### src/rtl/conv_layer_sched.sv
// conv_layer_sched
// Layer-level scheduler placed in front of the CONV instruction generator.
// The host pushes packed layer descriptors into a small FIFO. Illegal geometry
// is screened out at push time. Legal layers are issued one at a time to the
// generator, and the next layer is only issued after the current one reports
// conv_complete.
//
// Ports
//   clk, rst_n      clock; asynchronous active-low reset
//   desc_valid/ready/data  host descriptor push (ready = FIFO not full)
//   sched_en        level; 0 holds the queue (an asserted cmd_valid is kept)
//   abort           pulse; flushes queued descriptors, the in-flight layer runs on
//   cmd_data/valid/ready   registered descriptor handshake towards the generator
//   conv_complete   1-cycle done pulse from the generator
//   busy, q_level   progress status
//   layers_done     completed-layer counter (wraps)
//   err_reject      sticky flag: an illegal descriptor was dropped
//   irq             sticky flag: the last queued layer has completed
//   irq_clr         pulse; clears irq and err_reject
//
// Descriptor packing, MSB->LSB:
//   feature_baseaddr, kernel_baseaddr, wb_baseaddr, feature_width,
//   feature_height, feature_chin, feature_chout, kernel_sizeh, kernel_sizew,
//   stride, has_bias, has_relu
module conv_layer_sched #(
    parameter int  ADDR_W = 32,
    parameter int  DATA_W = 32,
    parameter int  DEPTH  = 4,
    localparam int DESC_W = 3*ADDR_W + 7*DATA_W + 2,
    localparam int LVL_W  = $clog2(DEPTH) + 1
) (
    input  logic              clk,
    input  logic              rst_n,
    input  logic              desc_valid,
    output logic              desc_ready,
    input  logic [DESC_W-1:0] desc_data,
    input  logic              sched_en,
    input  logic              abort,
    output logic [DESC_W-1:0] cmd_data,
    output logic              cmd_valid,
    input  logic              cmd_ready,
    input  logic              conv_complete,
    output logic              busy,
    output logic [LVL_W-1:0]  q_level,
    output logic [15:0]       layers_done,
    output logic              err_reject,
    output logic              irq,
    input  logic              irq_clr
);

    localparam int PTR_W = $clog2(DEPTH);
    localparam logic [PTR_W-1:0] PTR_ONE = {{(PTR_W-1){1'b0}}, 1'b1};
    localparam logic [LVL_W-1:0] LVL_ONE = {{(LVL_W-1){1'b0}}, 1'b1};
    localparam logic [LVL_W-1:0] LVL_FULL = LVL_W'(DEPTH);

    typedef enum logic [1:0] {
        ST_IDLE  = 2'd0,
        ST_ISSUE = 2'd1,
        ST_WAIT  = 2'd2
    } state_t;

    // A descriptor is legal when the kernel window is non-empty, fits inside the
    // feature map, and the stride is non-zero.
    function automatic logic desc_legal(input logic [DESC_W-1:0] d);
        logic [DATA_W-1:0] f_w;
        logic [DATA_W-1:0] f_h;
        logic [DATA_W-1:0] k_h;
        logic [DATA_W-1:0] k_w;
        logic [DATA_W-1:0] strd;
        f_w  = d[2 + 6*DATA_W +: DATA_W];
        f_h  = d[2 + 5*DATA_W +: DATA_W];
        k_h  = d[2 + 2*DATA_W +: DATA_W];
        k_w  = d[2 + 1*DATA_W +: DATA_W];
        strd = d[2 +: DATA_W];
        return (strd != {DATA_W{1'b0}}) && (k_w != {DATA_W{1'b0}}) &&
               (k_h != {DATA_W{1'b0}}) && (k_w <= f_w) && (k_h <= f_h);
    endfunction

    state_t            state_r;
    state_t            state_nxt_s;
    logic [DESC_W-1:0] fifo_mem_r [DEPTH];
    logic [PTR_W-1:0]  wr_ptr_r;
    logic [PTR_W-1:0]  rd_ptr_r;
    logic [LVL_W-1:0]  level_r;
    logic [DESC_W-1:0] cmd_data_r;
    logic              cmd_valid_r;
    logic [15:0]       layers_done_r;
    logic              err_reject_r;
    logic              irq_r;

    logic empty_s;
    logic full_s;
    logic push_s;
    logic legal_s;
    logic wr_s;
    logic pop_s;
    logic complete_s;

    assign empty_s    = (level_r == {LVL_W{1'b0}});
    assign full_s     = (level_r == LVL_FULL);
    assign push_s     = desc_valid && !full_s;
    assign legal_s    = desc_legal(desc_data);
    // A push coinciding with abort is dropped together with the flushed queue.
    assign wr_s       = push_s && legal_s && !abort;
    assign complete_s = (state_r == ST_WAIT) && conv_complete;

    assign desc_ready  = !full_s;
    assign busy        = (state_r != ST_IDLE) || !empty_s;
    assign q_level     = level_r;
    assign cmd_data    = cmd_data_r;
    assign cmd_valid   = cmd_valid_r;
    assign layers_done = layers_done_r;
    assign err_reject  = err_reject_r;
    assign irq         = irq_r;

    // FSM state register.
    always_ff @(posedge clk or negedge rst_n) begin
        if (!rst_n) begin
            state_r <= ST_IDLE;
        end else begin
            state_r <= state_nxt_s;
        end
    end

    // FSM next-state and pop decision; the FIFO head seen here is registered, so
    // a descriptor pushed this cycle cannot be popped before the next one.
    always_comb begin
        state_nxt_s = state_r;
        pop_s       = 1'b0;
        case (state_r)
            ST_IDLE: begin
                if (sched_en && !empty_s) begin
                    state_nxt_s = ST_ISSUE;
                    pop_s       = 1'b1;
                end else begin
                    state_nxt_s = ST_IDLE;
                end
            end
            ST_ISSUE: begin
                // cmd_valid is high for the whole ISSUE state, so cmd_ready alone
                // completes the handshake; sched_en has no effect here.
                if (cmd_ready) begin
                    state_nxt_s = ST_WAIT;
                end else begin
                    state_nxt_s = ST_ISSUE;
                end
            end
            ST_WAIT: begin
                if (conv_complete) begin
                    state_nxt_s = ST_IDLE;
                end else begin
                    state_nxt_s = ST_WAIT;
                end
            end
            default: begin
                state_nxt_s = ST_IDLE;
            end
        endcase
    end

    // Descriptor FIFO storage.
    always_ff @(posedge clk or negedge rst_n) begin
        if (!rst_n) begin
            for (int i = 0; i < DEPTH; i++) begin
                fifo_mem_r[i] <= {DESC_W{1'b0}};
            end
        end else if (wr_s) begin
            fifo_mem_r[wr_ptr_r] <= desc_data;
        end
    end

    // FIFO pointers and occupancy; abort flushes everything still queued.
    always_ff @(posedge clk or negedge rst_n) begin
        if (!rst_n) begin
            wr_ptr_r <= {PTR_W{1'b0}};
            rd_ptr_r <= {PTR_W{1'b0}};
            level_r  <= {LVL_W{1'b0}};
        end else if (abort) begin
            wr_ptr_r <= {PTR_W{1'b0}};
            rd_ptr_r <= {PTR_W{1'b0}};
            level_r  <= {LVL_W{1'b0}};
        end else begin
            if (wr_s) begin
                wr_ptr_r <= wr_ptr_r + PTR_ONE;
            end
            if (pop_s) begin
                rd_ptr_r <= rd_ptr_r + PTR_ONE;
            end
            case ({wr_s, pop_s})
                2'b10:   level_r <= level_r + LVL_ONE;
                2'b01:   level_r <= level_r - LVL_ONE;
                default: level_r <= level_r;
            endcase
        end
    end

    // Command register towards the generator; held stable until accepted.
    always_ff @(posedge clk or negedge rst_n) begin
        if (!rst_n) begin
            cmd_data_r  <= {DESC_W{1'b0}};
            cmd_valid_r <= 1'b0;
        end else if (pop_s) begin
            cmd_data_r  <= fifo_mem_r[rd_ptr_r];
            cmd_valid_r <= 1'b1;
        end else if (cmd_valid_r && cmd_ready) begin
            cmd_valid_r <= 1'b0;
        end
    end

    // Completion counter and sticky status flags; irq_clr wins over a same-cycle set.
    always_ff @(posedge clk or negedge rst_n) begin
        if (!rst_n) begin
            layers_done_r <= 16'd0;
            irq_r         <= 1'b0;
            err_reject_r  <= 1'b0;
        end else begin
            if (complete_s) begin
                layers_done_r <= layers_done_r + 16'd1;
            end
            if (irq_clr) begin
                irq_r <= 1'b0;
            end else if (complete_s && empty_s) begin
                irq_r <= 1'b1;
            end
            if (irq_clr) begin
                err_reject_r <= 1'b0;
            end else if (push_s && !legal_s) begin
                err_reject_r <= 1'b1;
            end
        end
    end

endmodule

### config.mk
export PLATFORM = sky130hd
export DESIGN_NAME = conv_layer_sched
export DESIGN_NICKNAME = d
export VERILOG_FILES = /design/src/rtl/conv_layer_sched.sv
export SDC_FILE = /design/constraint.sdc
export NUM_CORES = 2
export LEC_CHECK = 0
export ABC_CLOCK_PERIOD_IN_PS = 3900
export CORE_ASPECT_RATIO = 2
export CORE_MARGIN = 8
export CORE_UTILIZATION = 57
export CTS_BUF_LIST = sky130_fd_sc_hd__clkbuf_16
export DETAILED_ROUTE_END_ITERATION = 10
export GPL_TIMING_DRIVEN = 0
export PLACE_DENSITY = 0.89
export RECOVER_POWER = 50
export SETUP_SLACK_MARGIN = 0.5
export SLEW_MARGIN = 0
export SYNTH_ARGS = -nofsm -noshare
export SYNTH_HDL_FRONTEND = slang
export SYNTH_SLANG_ARGS = --single-unit
### constraint.sdc
create_clock -name clk -period 3.9 [get_ports clk]
set_clock_uncertainty 0.1 [all_clocks]
set_input_delay 0.78 -clock clk [delete_from_list [all_inputs] [get_ports clk]]
set_output_delay 0.78 -clock clk [all_outputs]
set_load 0.02 [all_outputs]
# Yosys cells after proc, flatten, opt, wreduce, memory -nomap -nowiden
# Cells that the tools add are included.
[op_classes] n_addsub=5 magnitude_cmp=5 n_eq_ne=5 muxes=24 bitwise_logic=2 n_reduce_logical=30
[ops] op="$bwmux W1288" n=1
[ops] op="$mux W322" n=3
[ops] op="$bmux W322 S2" n=1
[ops] op="$demux W322 S2" n=1
[ops] op="$reduce_bool A32 Y1" n=3
[ops] op="$le A32 B32 Y1" n=2
[ops] op="$add A16 B1 Y16 const B" n=1
[ops] op="$logic_and A1 B1 Y1" n=13
[ops] op="$mux W2" n=6
[ops] op="$reduce_bool A2 Y1" n=6
[ops] op="$mux W1" n=9
[ops] op="$ge A3 B3 Y1 const B" n=2
[ops] op="$not A2 Y3" n=2
[ops] op="$pmux W2 S3" n=1
[ops] op="$pmux W3 S2" n=1
[ops] op="$add A2 B1 Y2 const B" n=2
[ops] op="$eq A2 B1 Y1 const B" n=2
[ops] op="$eq A2 B2 Y1 const B" n=2
[ops] op="$logic_not A1 Y1" n=4
[ops] op="$add A3 B1 Y3 const B" n=1
[ops] op="$eq A3 B3 Y1 const B" n=1
[ops] op="$logic_not A3 Y1" n=1
[ops] op="$lt A3 B1 Y1 const B" n=1
[ops] op="$mux W3" n=1
[ops] op="other kinds (4)" n=4
[totals] register_bits=1638 out_inout_bits=346

# Longest topological paths before layout
[depth] depth_word=10 depth_mapped=13

# Worst setup path before layout
# Ideal clock, no wire load.
[synth_timing] kind="input to register" start="input port desc_data[215]" end="register level_r[2], in the netlist q_level[2]" setup_ns=0.125 t_arrival_ns=3.554 required_time_ns=3.675 slack_ns=0.122 path_stages=12 n_path_buf=0 path_cell_list="inv_1 ha_1 and4_1 nor4bb_1 nand3_1 a311o_1 or3b_4 nor3_4 nor2_1 fa_1 a22oi_1 mux2_2"
[synth_via] elab_chain_cells=8
[synth_rtl] item="start: declaration" line="36" text="input logic [DESC_W-1:0] desc_data,"
[synth_rtl] item="$le A32 B32 Y1 *" line="76" text="(k_h != {DATA_W{1'b0}}) && (k_w <= f_w) && (k_h <= f_h);"
[synth_rtl] item="$logic_and A1 B1 Y1 * (2 in series)" line="76"
[synth_rtl] item="$logic_and A1 B1 Y1 * (2 in series)" line="104" text="assign wr_s = push_s && legal_s && !abort;"
[synth_rtl] item="$eq A2 B1 Y1 / $eq A2 B2 Y1 (equally long branches)" line="189" text="case ({wr_s, pop_s})"
[synth_rtl] item="$pmux W3 S2" line="189"
[synth_rtl] item="$mux W3" line="178" text="end else if (abort) begin"
[synth_rtl] item="end signal: assignment" line="177" text="level_r <= {LVL_W{1'b0}};"
[synth_rtl] item="end signal: assignment" line="190" text="2'b10: level_r <= level_r + LVL_ONE;"
[synth_rtl] item="end signal: assignment" line="191" text="2'b01: level_r <= level_r - LVL_ONE;"
[synth_rtl] item="end: declaration" line="84" text="logic [LVL_W-1:0] level_r;"
# Every way passes the cells marked *; elsewhere a longest branch is shown, timed or not.
# A chain may end at the register's enable or synchronous reset.

# Worst setup path in the final report
[layout_timing] start="input port desc_data[59]" end="register fifo_mem_r[1052] (netlist name)"
[layout_via] elab_chain_cells=7
[layout_rtl] item="branches (longest 3 deep; another with $le A32 B32 Y1)"
[layout_rtl] item="$logic_and A1 B1 Y1 * (2 in series)" line="76"
[layout_rtl] item="$logic_and A1 B1 Y1 * (2 in series)" line="104"
[layout_rtl] item="end signal: indexed assignment" line="165" text="fifo_mem_r[i] <= {DESC_W{1'b0}};"
[layout_rtl] item="end signal: indexed assignment" line="168" text="fifo_mem_r[wr_ptr_r] <= desc_data;"
[layout_rtl] item="end: declaration" line="81" text="logic [DESC_W-1:0] fifo_mem_r [DEPTH];"
# Mark *: on every way between the ends.

==> flow_summary.ini <==
[status]
violations = max-capacitance violations, max-slew violations, negative setup slack
status = finished with violations

[setup_path]
slowest_delay_ns = 0.49
startpoint_type = primary input
required_ns = 4.46
cp-end-kind = flop
cp_common_cell = buf_6
worst-path-buf-inv = 5
worst-setup-path-type = primary input to flop
reg2reg_to = cmd_data[233]
worstPathMaxFanout = 10
crit_path_cell_trace = buf_6 > ha_4 > nand4_1 > nor4bb_4 > nand3_2 > a311o_1 > or3b_4 > nor3_4 > buf_6 > buf_8 > nand2_8 > buf_12 > buf_2 > mux2_1
cp_top_family = simple AND/OR/NAND/NOR gates
r2r_cells = 6
cp_slowest_cell = nor4bb_4
cp_data_arrival_time_ns = 4.47
r2r_start = rd_ptr_r[1]
ff2ff_setup_slack_ns = 0.15

[floorplan]
die_h_um = 512
die_w_um = 264
io_pins = 676
core_area_um2 = 123000
start_util = 0.572
dieArea_um2 = 135000
row_count = 182

[drt]
firstDrtPassIters = 5
wl_per_cell_um = 28.6
num_vias = 46600
drc = 0
wirelength_um = 215000
drtIter0Drc = 4117
ant_nets = 0
avgViaCountPerCell = 6.21

[timing]
setup_viol = 1
slew_headroom = -0.698
fin_hold_ws_ns = 0.0278
fin_crit_ns = 3.91
fmax_mhz = 256
setup_ws_ns = -0.0118
rsz0062_at_grt = yes
hold_violations = 0
finalMaxSlewViolations = 427
tightest_slew_ns = 2.55
fin_crit_sh = 1.00

[global_routing]
grt_pass1_wl_um = 305000
grtUsageTotal = 0.295
grt_pass1_vias = 49100
antenna_found_initial = 100
overflow = 0
grt_max_degree = 203

[synth]
yosysSeqAreaShare = 0.585
syn_nets = 5257
ys_seq_elements = 1638
synth_cells = 4857
yosys_warnings = 0
yosys.area.top_type = dfrtp_1
syn_area_um2 = 70100
synth_top_area_share = 0.585
synth_area_leaders = dfrtp_1 58%, mux2_2 17%, mux4_2 10%, nand2_1 5.3%, mux2_1 3.5%
avgSynthCellArea_um2 = 14.4
synthDistinctLibCells = 43

[power]
power-per-cell-area_nw_per_um2 = 711
vdd_drop_max_v = 0.000589
power_leakage_uw = 0.0420
design_power_total_uw = 61700

[clock_network]
numCtsBuffers = 141
cts-root-buf = clkbuf_16
clk_path_buf_depth = 3
cts.sinks = 1638
cts.clk_slew.worst_paths_ns = 0.07
cts_tree = done
htree_levels = 4
clk_latency_ns = 0.80

[finish]
drive_above_1_share = 0.339
nNetsFinal = 6185
area_growth_pct = 23.7
fin_util = 0.708
seq_area_um2 = 41000
layout.cells.non_filler = 7501
fillers = 7111
multi_input_area_um2 = 28200

[place]
post-dp-hpwl_um = 140000
port_buffers = 675
place_inst = 7106
globalplace.congestion = 0.871
post-place-ws_ns = -2.08

[job]
maxCapViolCount = 4

[min_path]
hp-class = primary input to asynchronous set/reset pin
sequential cells by signal (all words and copies together), names as in the netlist:
| name | count |
|---|---|
| err_reject | 1 |
| q_level | 3 |
| layers_done | 16 |
| rd_ptr_r | 2 |
| cmd_data | 322 |
| irq | 1 |
| wr_ptr_r | 2 |
| cmd_valid | 1 |
| fifo_mem_r | 1288 |
| state_r | 2 |
placed cells by master, fill, tap and decap left out, types with 6 or more instances in the layout:
master,n
a21o_1,8
a21oi_1,27
buf_1,44
buf_12,52
buf_16,11
buf_2,47
buf_4,83
buf_6,34
buf_8,7
bufinv_16,7
clkbuf_1,90
clkbuf_16,187
clkbuf_2,20
clkbuf_4,17
clkdlybuf4s15_1,7
clkdlybuf4s50_1,224
clkinv_1,32
clkinv_2,24
dfrtp_1,1638
diode_2,41
dlygate4sd2_1,36
dlygate4sd3_1,317
dlymetal6s2s_1,33
ha_1,45
ha_4,24
inv_1,78
inv_2,15
inv_4,6
mux2_1,202
mux2_2,1075
mux2_4,14
mux4_2,322
nand2_1,987
nand3_1,9
nand4_1,20
nor2_1,18
nor4_1,22
o21ai_0,9
xnor2_1,13
power by group:
group / leakage, uW / switching, uW / internal, uW / total (uW)
Sequential: 0.0213 / 3640 / 22900 / 26500
Combinational: 0.0184 / 10800 / 10600 / 21400
Clock: 0.00226 / 6620 / 7150 / 13800
Total: 0.0420 / 21100 / 40600 / 61700
cells in the mapped netlist:
master       n
and4_1       5
and2_1       1
nand2b_1     5
nor3_1       3
buf_1       53
nand2_1    991
or2_2        1
and3_1       3
ha_1        69
nand4_1     20
a2111o_1     1
nor4bb_1     1
o211ai_1     2
mux2_1     218
mux2_2    1073
or3b_4       1
inv_1       71
xnor2_1     14
a311o_1      1
nor2b_1      4
mux2i_1      2
or3_1        2
nand3_1     10
mux4_2     322
nor4_1      27
o22ai_1      2
a21boi_0     1
a221o_1      4
a21o_1       8
dfrtp_1   1638
xor2_1       5
fa_1         1
a22oi_1      2
buf_4       21
o21ai_1      1
buf_2      102
nor4b_1      1
nor2_1      20
clkbuf_1   110
a311oi_1     1
nor3_4       1
a21oi_1     28
o21ai_0     11
cell families (layout without fill, tap and decap cells):
family	count (synthesis)	in the layout	synth area share
adder cells (fa/ha/maj)	70	70	0.0126
AND/OR/NAND/NOR	1096	1098	0.0620
other	0	41	0
multiplexers	1615	1615	0.311
flip-flops	1638	1638	0.585
buffers and inverters	357	1394	0.0221
AO/OA/AOI/OAI	62	62	0.00542
XOR/XNOR	19	19	0.00237
routing by layer:
layer	wire (um)	track usage	vias to the layer above
met3	24400	0.113	588
met4	9570	0.0931	102
met5	657	0	-
li1	-	-	19100
met1	78400	0.374	24400
met2	102000	0.468	2326
cell type report:
cell class / instances / area share
clock inverters: 113 / 0.0100
multi-input cells: 2864 / 0.325
clock buffers: 141 / 0.0407
repair buffers: 783 / 0.0983
plain buffers: 286 / 0.0262
inverters: 71 / 0.00339
diodes: 41 / 0.00118
well taps: 1564 / 0.0226
flip-flops and latches: 1638 / 0.473
through the flow:
stage                TNS, ns  instance area (um2)
floorplan                  0                70400
global placement           -                79100
detailed placement  -2576.46                79400
CTS                        0                84500
global route         -0.0289                86700
finish               -0.0118                86700
timing repair:
item                                    4_1_cts  5_1_grt
buffers inserted                             28       21
endpoints found under the setup margin     1560     1679
hold buffers                                  2        0
gates cloned                                  0       49
gates resized for setup                     427      354
endpoints found under the hold margin        81        0
pin swaps                                    28       20
worst max path at each step:
stage / from / end / slack [ns] / depth (start not counted)
2_1_floorplan: desc_data[224] / q_level[2] / 0.16 / 12
3_3_place_gp: rst_n / fifo_mem_r[1121] / -65.62 / 1
3_5_place_dp: desc_data[81] / fifo_mem_r[477] / -2.08 / 12
4_1_cts: desc_data[221] / q_level[2] / 0.19 / 14
5_1_grt: desc_data[73] / fifo_mem_r[1052] / -0.02 / 16
6_report: desc_data[59] / fifo_mem_r[1052] / -0.01 / 14
Power figures use the tool's default switching activity.
